[config.mk]
export PLATFORM = sky130hd
export DESIGN_NAME = keccak_ctrl
export DESIGN_NICKNAME = d
export VERILOG_FILES = /design/src/rtl/keccak_ctrl.sv
export SDC_FILE = /design/constraint.sdc
export NUM_CORES = 1
export LEC_CHECK = 0
export BUFFER_PORTS_ARGS = -buffer_cell sky130_fd_sc_hd__buf_2
export CAP_MARGIN = 20
export CORE_UTILIZATION = 30
export DETAILED_ROUTE_END_ITERATION = 16
export HOLD_SLACK_MARGIN = 0.06
export PLACE_DENSITY = 0.77
export SLEW_MARGIN = 10
export SYNTH_ARGS = -nofsm -noshare
export SYNTH_HDL_FRONTEND = slang
export SYNTH_SLANG_ARGS = --single-unit
[constraint.sdc]
create_clock -name clk -period 0.9 [get_ports clk]
set_input_delay 0.045 -clock clk [delete_from_list [all_inputs] [get_ports clk]]
set_output_delay 0.045 -clock clk [all_outputs]
set_load 0.1 [all_outputs]
[src/rtl/keccak_ctrl.sv]
// Keccak sponge controller: sequences absorb, 24 permutation rounds and squeeze.
// Optional internal round-constant LFSR is enabled by defining KECCAK_CTRL_RC_LFSR_EN.
module keccak_ctrl (
  input  logic        clk,
  input  logic        rst_n,
  input  logic        in_valid,
  input  logic        in_last,
  output logic        in_ready,
  input  logic [4:0]  round_num,
  output logic        en_counter,
  output logic        state_clr,
  output logic        absorb_en,
  output logic        round_en,
  output logic [63:0] rc,
  output logic        out_valid,
  input  logic        out_ready,
  output logic        busy
);

  localparam logic [1:0] S_IDLE     = 2'd0;
  localparam logic [1:0] S_PERMUTE  = 2'd1;
  localparam logic [1:0] S_WAIT_BLK = 2'd2;
  localparam logic [1:0] S_SQUEEZE  = 2'd3;

  logic [1:0] state_q, state_d;
  logic       last_q, last_d;
  logic       accept;

  always_comb begin
    in_ready   = (state_q == S_IDLE) || (state_q == S_WAIT_BLK);
    accept     = in_ready && in_valid;
    absorb_en  = accept;
    state_clr  = accept && (state_q == S_IDLE);
    round_en   = (state_q == S_PERMUTE);
    en_counter = (state_q == S_PERMUTE);
    out_valid  = (state_q == S_SQUEEZE);
    busy       = (state_q != S_IDLE);
  end

  // Any round index of 24 or more in PERMUTE means the counter ran away; abandon the message.
  always_comb begin
    state_d = state_q;
    last_d  = last_q;
    case (state_q)
      S_IDLE, S_WAIT_BLK: begin
        if (accept) begin
          state_d = S_PERMUTE;
          last_d  = in_last;
        end
      end
      S_PERMUTE: begin
        if (round_num >= 5'd24) begin
          state_d = S_IDLE;
        end else if (round_num == 5'd23) begin
          state_d = last_q ? S_SQUEEZE : S_WAIT_BLK;
        end
      end
      S_SQUEEZE: begin
        if (out_ready) begin
          state_d = S_IDLE;
        end
      end
      default: state_d = S_IDLE;
    endcase
  end

  always_ff @(posedge clk or negedge rst_n) begin
    if (!rst_n) begin
      state_q <= S_IDLE;
      last_q  <= 1'b0;
    end else begin
      state_q <= state_d;
      last_q  <= last_d;
    end
  end

`ifdef KECCAK_CTRL_RC_LFSR_EN
  logic [7:0]  lfsr_q, lfsr_d;
  logic [7:0]  lfsr_walk;
  logic [63:0] rc_round;

  // Seven LFSR steps per round; step j's output bit lands at rc bit 2^j-1.
  always_comb begin
    lfsr_walk = lfsr_q;
    rc_round  = '0;
    for (int j = 0; j < 7; j++) begin
      rc_round[6'((1 << j) - 1)] = lfsr_walk[0];
      lfsr_walk = {lfsr_walk[6:0], 1'b0} ^ (lfsr_walk[7] ? 8'h71 : 8'h00);
    end
  end

  always_comb begin
    lfsr_d = lfsr_q;
    if (accept) begin
      lfsr_d = 8'h01;
    end else if (state_q == S_PERMUTE) begin
      lfsr_d = lfsr_walk;
    end
    rc = (state_q == S_PERMUTE) ? rc_round : 64'h0;
  end

  always_ff @(posedge clk or negedge rst_n) begin
    if (!rst_n) begin
      lfsr_q <= 8'h01;
    end else begin
      lfsr_q <= lfsr_d;
    end
  end
`else
  assign rc = 64'h0;
`endif

endmodule
==> results.txt, run 1 <==
The number of levels the H-tree was split into came out at 1. Derived from the worst setup path, the maximum achievable clock frequency is between 0.8 and 0.9 GHz. The longest individual stage delay on the worst path is approximately 0.42 ns. The final max-slew violation count is 0.

The worst register-to-register path begins at state_q[0]$_DFFE_PN0P_. The sequential cell area fraction in the yosys report came out at 11.05%. The synthesis warning total is 0. The required time at the endpoint of the critical path is between 0.8 and 0.9 ns. Dividing the detail-routed wire length by the instance count gives 6.353 µm. Across all layers, the routed design uses 418 vias.

The multi-input combinational cells in the finished layout cover a total of 354.1 µm². The filler-free cell count of the finished design is 139. The post-synthesis cell count is 85. The cell family with the largest share of critical-path delay is flip-flops. Row generation in the floorplan step produced 16 rows. The maximum clock insertion buffer count came out at 2.

The area enclosed by the die boundary is 2459 µm². The count of placed standard cells including taps is between 100 and 150. The top-level port count is 81. The number of detailed-route iterations in the first pass came out at 3. The number of buffers and inverters on the critical path is 1. The source of the worst hold timing path is round_num[1]. The area growth from synthesis to layout is 14.73%. The worst setup path is captured at an output pin.

Traced cell by cell, the critical path runs through nand2b_4, nor2_4, buf_12. Timing analysis after detailed placement gives a worst setup slack of -0.1538 ns. The diode insertion count for antenna repair is 0. The worst-case reg-to-reg path depth is 2. The worst hold path passes through 3 cells. The run finished, with violations left.

The final sum of negative setup slack is -2.110 ns. The horizontal die dimension came out at 49.59 µm. The post-detailed-route count of antenna-violating nets is 0. The remaining global-route overflow is 0.

The count of endpoints failing setup in the final report came out at 10. The cell sitting at the root of the clock tree is a sky130_fd_sc_hd__clkbuf_4. The die extent in y is 49.59 µm. The worst register-to-register path has a setup slack of -0.15 ns. The distinct cell type count of the synthesized netlist is 15. The tool flagged a number of max-cap violations equal to 0. After filler insertion, the fill cell instance count of the layout stands at 203. The share of cells above drive strength 1 is 30.36%.

The flip-flop and latch area is 77.57 µm². The cell area after synthesis is 679.4 µm². The min-delay analysis places its worst path in the category primary input to flop. The share of the cycle needed by the critical path after routing came out at 131.5%.

The final critical delay including setup and external delays came out at 1.184 ns. After clock tree synthesis, the clock-pin slew on the worst setup and hold paths is approximately 0.040 ns. In this run the critical register-to-register path is captured at last_q$_DFFE_PN0P_. Across all setup checks in the final design, the least slack found is -0.2837 ns. The largest clock skew in the final design came out at approximately 0.0026 ns.

The overall track demand over capacity in global routing came out at 6.611%. The clock sink total is 3. Across all hold checks on the routed design, the worst slack comes to between 0.1 and 0.15 ns. The initial core utilization came out at 33.27%. The slowest library cell on the worst path is sky130_fd_sc_hd__dfrtp_2.

The area of the core region is 2042 µm². The hold violation count in the final report is 0. The pin count of the biggest net entering global routing is 7. The via count of the first global-routing pass came out at 304. The number of antenna violations at the first check in global routing was 0. The routability-driven placement congestion ratio came out at 0.7991. The wire length of the first global-routing pass came out at 1145 µm. The most common cell after layout, fill and taps aside is sky130_fd_sc_hd__conb_1.

The post-layout net count is about 120. The TritonCTS clock tree is yes. The count of unresolved DRC violations after routing came out at 0. In the layout the commonest cells are sky130_fd_sc_hd__conb_1, sky130_fd_sc_hd__buf_2, sky130_fd_sc_hd__buf_12.

The number of buffers added by the clock tree synthesis step came out at 3. Buffers placed on the I/O ports in this run total 16. The iteration-0 DRC count of the detailed router came out at 5. Setup repair after global routing could not meet its margin everywhere. The maximum fanout encountered on the critical timing path came out at 6. The number of flip-flops and latches in the synthesized netlist is 3. The post-detailed-placement half-perimeter wirelength is 755.4 µm. The later pin in the worst-skew pair is clocked with a latency of approximately 0.23 ns. For the worst setup path, the data arrival time is around 1.1 ns.

In the routed layout, each cell is associated on average with a via count of 3.007. The hold path endpoint is state_q[1]$_DFFE_PN0P_. The total wire length after detailed routing is 883 µm.

The mean instance size in the synthesized netlist came out at ~8 µm². STA classifies the critical path startpoint as a flop. The checks that failed: setup timing. The setup path with the least slack is of type flop to output pin.
-- worst reg2reg max path, delay by kind of cell (launching register included) --
family	cells	cell delay [ns]
flip-flops	1	0.42
AND/OR/NAND/NOR	1	0.19
multiplexers	1	0.31
-- metrics by stage --
step	utilization (%)	area, µm²
final	38.17	779.5
after global placement	34.01	694.4
after global routing	38.17	779.5
after detailed placement	34.01	694.4
after CTS	38.11	778.2
after floorplan	-	939.7
-- how the worst max path moves through the flow --
| stage | start | end | slack (ns) | depth (start not counted) |
|---|---|---|---|---|
| 6_report | state_q[0]$_DFFE_PN0P_ | state_clr | -0.28 | 3 |
| 3_5_place_dp | state_q[0]$_DFFE_PN0P_ | last_q$_DFFE_PN0P_ | -0.15 | 2 |
| 2_1_floorplan | state_q[1]$_DFFE_PN0P_ | state_q[0]$_DFFE_PN0P_ | -0.45 | 3 |
| 3_3_place_gp | state_q[0]$_DFFE_PN0P_ | last_q$_DFFE_PN0P_ | -0.16 | 2 |
| 4_1_cts | state_q[0]$_DFFE_PN0P_ | state_clr | -0.31 | 3 |
| 5_1_grt | state_q[0]$_DFFE_PN0P_ | state_clr | -0.33 | 3 |
-- sequential cells by signal, indices dropped and copies added (netlist names) --
register	count
state_q	2
last_q	1
-- timing repair --
| item | CTS | global route |
|---|---|---|
| hold endpoints to repair | 6 | 0 |
| hold buffers | 4 | 0 |
| pin swaps | 2 | 1 |
| setup buffers | 1 | 0 |
| setup endpoints to repair | 10 | 10 |
| gates resized for setup | 3 | 1 |
-- cells in the mapped netlist, drive strengths merged --
cell type	count	area (µm²)
dfrtp	3	75.07
nand3	1	5.000
inv	3	11.26
nand2	3	11.26
conb	1	3.750
nor2b	1	8.760
mux2	1	15.01
or2	1	6.260
o41ai	1	16.27
nand4	1	6.260
nand2b	1	13.76
buf	65	488.0
nor2	1	3.750
o211ai	2	15.01
-- area by class of cell --
| class | instances | area share (%) |
|---|---|---|
| timing repair buffer | 25 | 34.67 |
| multi-input combinational | 77 | 45.43 |
| clock buffer | 4 | 3.371 |
| tap | 27 | 4.334 |
| sequential | 3 | 9.952 |
| inverter | 3 | 2.247 |
-- cells by family after synthesis --
group / count (synthesis) / synth area share, %
compound gates: 3 / 4.604
flops: 3 / 11.05
other cells: 1 / 0.5520
mux: 1 / 2.209
buf+inv: 68 / 73.48
simple gates: 9 / 8.103
-- layer usage --
metal  up-vias  wire length, µm  track usage, %
met4         0                0           4.286
met2        50              505           12.39
li1        187                -               -
met3         0              161           3.704
met1       181              216           5.019
met5         -                0               0
Power of run 1 is not shown: default switching activity piles up to over one toggle a cycle in this logic, so the estimate is an artifact.
==> run 2, diff against run 1 <==
CORE_UTILIZATION = 33   (was 30)
PLACE_DENSITY = 0.8   (was 0.77)
clock period = 1.1 ns   (was 0.9 ns; I/O delays follow)
==> results.txt, run 2 (synthesis results as in run 1) <==
The flow ran to the end, but the final reports show violations. The final reports fail on setup timing. The critical path capture point type is an output pin.

The routability-driven placement congestion ratio is 0.6917 (-13%). The critical path goes through or2_4, buf_12. The final max-slew violation count is 0 (unchanged). The hold violation count in the final report was 0 (unchanged).

The via count of the first global-routing pass came out at 291 (-4.3%). The worst path setup slack after routing came out at -0.08046 ns (+0.2032 ns). The largest clock skew in the final design came to 0.003004 ns (+0.0004445 ns).

The final critical delay including setup and external delays is 1.180 ns. Leaving out fill and tap cells, the most frequent cell in the layout is sky130_fd_sc_hd__conb_1. The clock-pin slew of the registers on the worst-case setup and hold paths is 0.03 ns (about the same). The overall track demand over capacity in global routing came out at 8.125% (+1.5 points).

The post-layout net count is 121 (-1.6%). The wire length of the first global-routing pass is 1124 µm (-1.8%). The longest individual stage delay on the worst path came out at 0.45 ns (+0.03 ns). Grouping stages by cell kind, the critical path spends the most delay in flip-flops. The required time at the endpoint of the critical path was 1.04 ns (+0.19 ns). The horizontal die dimension is 47.38 µm (-4.5%). The remaining global-route overflow is 0 (unchanged). The data arrival time of the worst path was 1.13 ns (about the same).

The share of cells above drive strength 1 came to 32.73% (+2.4 points). The area enclosed by the die boundary came out at 2244 µm² (-8.7%). Clock tree synthesis selected as its root buffer the cell sky130_fd_sc_hd__clkbuf_4. The worst setup path is launched from a flop. The area of the core region is 1942 µm² (-4.9%). The max-cap violation count came out at 0 (unchanged).

The number of buffers added by the clock tree synthesis step is 3 (unchanged). The slowest library cell on the worst path is sky130_fd_sc_hd__dfrtp_2. The diode insertion count for antenna repair came out at 0 (unchanged).

The number of levels the H-tree was split into came out at 1 (unchanged). The post-placement worst setup slack is 0.05037 ns (+0.2042 ns). The largest registers in the layout are state_q (2), last_q (1). The clock latency of the later-clocked register in the worst-skew pair came out at 0.23 ns (about the same). The number of filler cells placed in the layout came out at 197 (-3.0%). state_q holds more flip-flops than any other register. The maximum fanout encountered on the critical timing path came out at 4 (-2). The count of unresolved DRC violations after routing is 0 (unchanged). The post-detailed-placement half-perimeter wirelength is 708.1 µm (-6.3%).

The initial core utilization came out at 34.99% (+1.7 points). The die extent in y came out at 47.38 µm (-4.5%). The buffer and inverter count on the worst path came to 1 (unchanged). The final-layout worst hold slack came out at 0.06201 ns (-0.05732 ns). Setup repair after global routing could not meet its margin everywhere. The number of detailed-route iterations in the first pass is 3 (unchanged).

The clock sink total is 3 (unchanged). The worst min-delay path category is primary input to flop. The iteration-0 DRC count of the detailed router was 4 (-1). The detail-routed via count per cell came out at 3.015 (+0.25%). The count of buffers from port buffering is 16 (unchanged). The average wire per cell in the routed design came out at 7.526 µm (+18%). The total wire length after detailed routing came to 1031 µm (+17%). The total via count after detailed routing is 413 (-1.2%).

The number of antenna violations at the first check in global routing is 0 (unchanged). The top-level port count is 81 (unchanged). The maximum clock insertion buffer count came out at 2 (unchanged). The post-detailed-route count of antenna-violating nets is 0 (unchanged). The flip-flop count of the largest register, all copies and words added came out at 2 (unchanged).

The share of the cycle needed by the critical path after routing came out at 107.3%. The area overhead of the layout relative to synthesis came out at 14.92%. In the layout the commonest cells are sky130_fd_sc_hd__conb_1, sky130_fd_sc_hd__buf_2, sky130_fd_sc_hd__buf_12.

TritonCTS built the clock tree. The pin count of the biggest net entering global routing is 7 (unchanged). The count of endpoints failing setup in the final report was 7 (-3). The maximum operating frequency is 0.8471 GHz. The number of rows in the core area is 16 (unchanged). The worst setup path is of the flop to output pin kind.
run 2: final timing paths:
check,from,to,slack [ns],cells after the start
max,state_q[1]$_DFFE_PN0P_,busy,-0.08,2
min reg2reg,last_q$_DFFE_PN0P_,last_q$_DFFE_PN0P_,0.52,1
max reg2reg,state_q[0]$_DFFE_PN0P_,last_q$_DFFE_PN0P_,-0.03,3
min,out_ready,state_q[0]$_DFFE_PN0P_,0.06,2
max in group asynchronous,rst_n,state_q[1]$_DFFE_PN0P_,0.82,2
min in group asynchronous,rst_n,last_q$_DFFE_PN0P_,0.15,2
run 2: layout make-up:
type                    instances  area, µm²  share of cell area [%]
repair buffers                 23      261.5                   33.49
clock buffers                   4      26.28                   3.365
well taps                      27      33.78                   4.327
flip-flops and latches          3      77.57                   9.936
multi-input cells              77      364.1                   46.63
inverters                       3      17.52                   2.244
run 2: timing repair:
| item | CTS | global route |
|---|---|---|
| hold endpoints to repair | 5 | 0 |
| pin swaps | 1 | 1 |
| gates resized for setup | 7 | 3 |
| hold buffers | 3 | 0 |
| buffers inserted | 4 | 0 |
| setup endpoints to repair | 6 | 9 |
run 2: per-stage QoR:
| stage | utilization [%] | setup TNS, ns | instances | area (µm²) |
|---|---|---|---|---|
| floorplan | - | -0.6272 | 148 | 937.1 |
| global placement | 33.44 | 0 | 126 | 649.4 |
| detailed placement | 33.44 | 0 | 126 | 649.4 |
| CTS | 39.76 | -0.4619 | 137 | 772.0 |
| global route | 40.21 | -0.6871 | 137 | 780.7 |
| finish | 40.21 | -0.3556 | 137 | 780.7 |
run 2: worst reg2reg max path: cells and delay by family, from the launching register on:
kind | cells | cell delay, ns
flip-flops | 1 | 0.43
AND/OR/NAND/NOR | 1 | 0.18
buffers and inverters | 1 | 0.12
multiplexers | 1 | 0.28
run 2: per-layer routing:
| layer | part of all wire, % | vias up | track usage (%) | wire (µm) |
|---|---|---|---|---|
| li1 | - | 185 | - | - |
| met3 | 13 | 2 | 4.615 | 132 |
| met4 | 0.58 | 0 | 5.143 | 6 |
| met1 | 24 | 184 | 4.545 | 249 |
| met5 | 0 | - | 0 | 0 |
| met2 | 62 | 42 | 17.26 | 643 |
Power of run 2 is left out for the same reason.
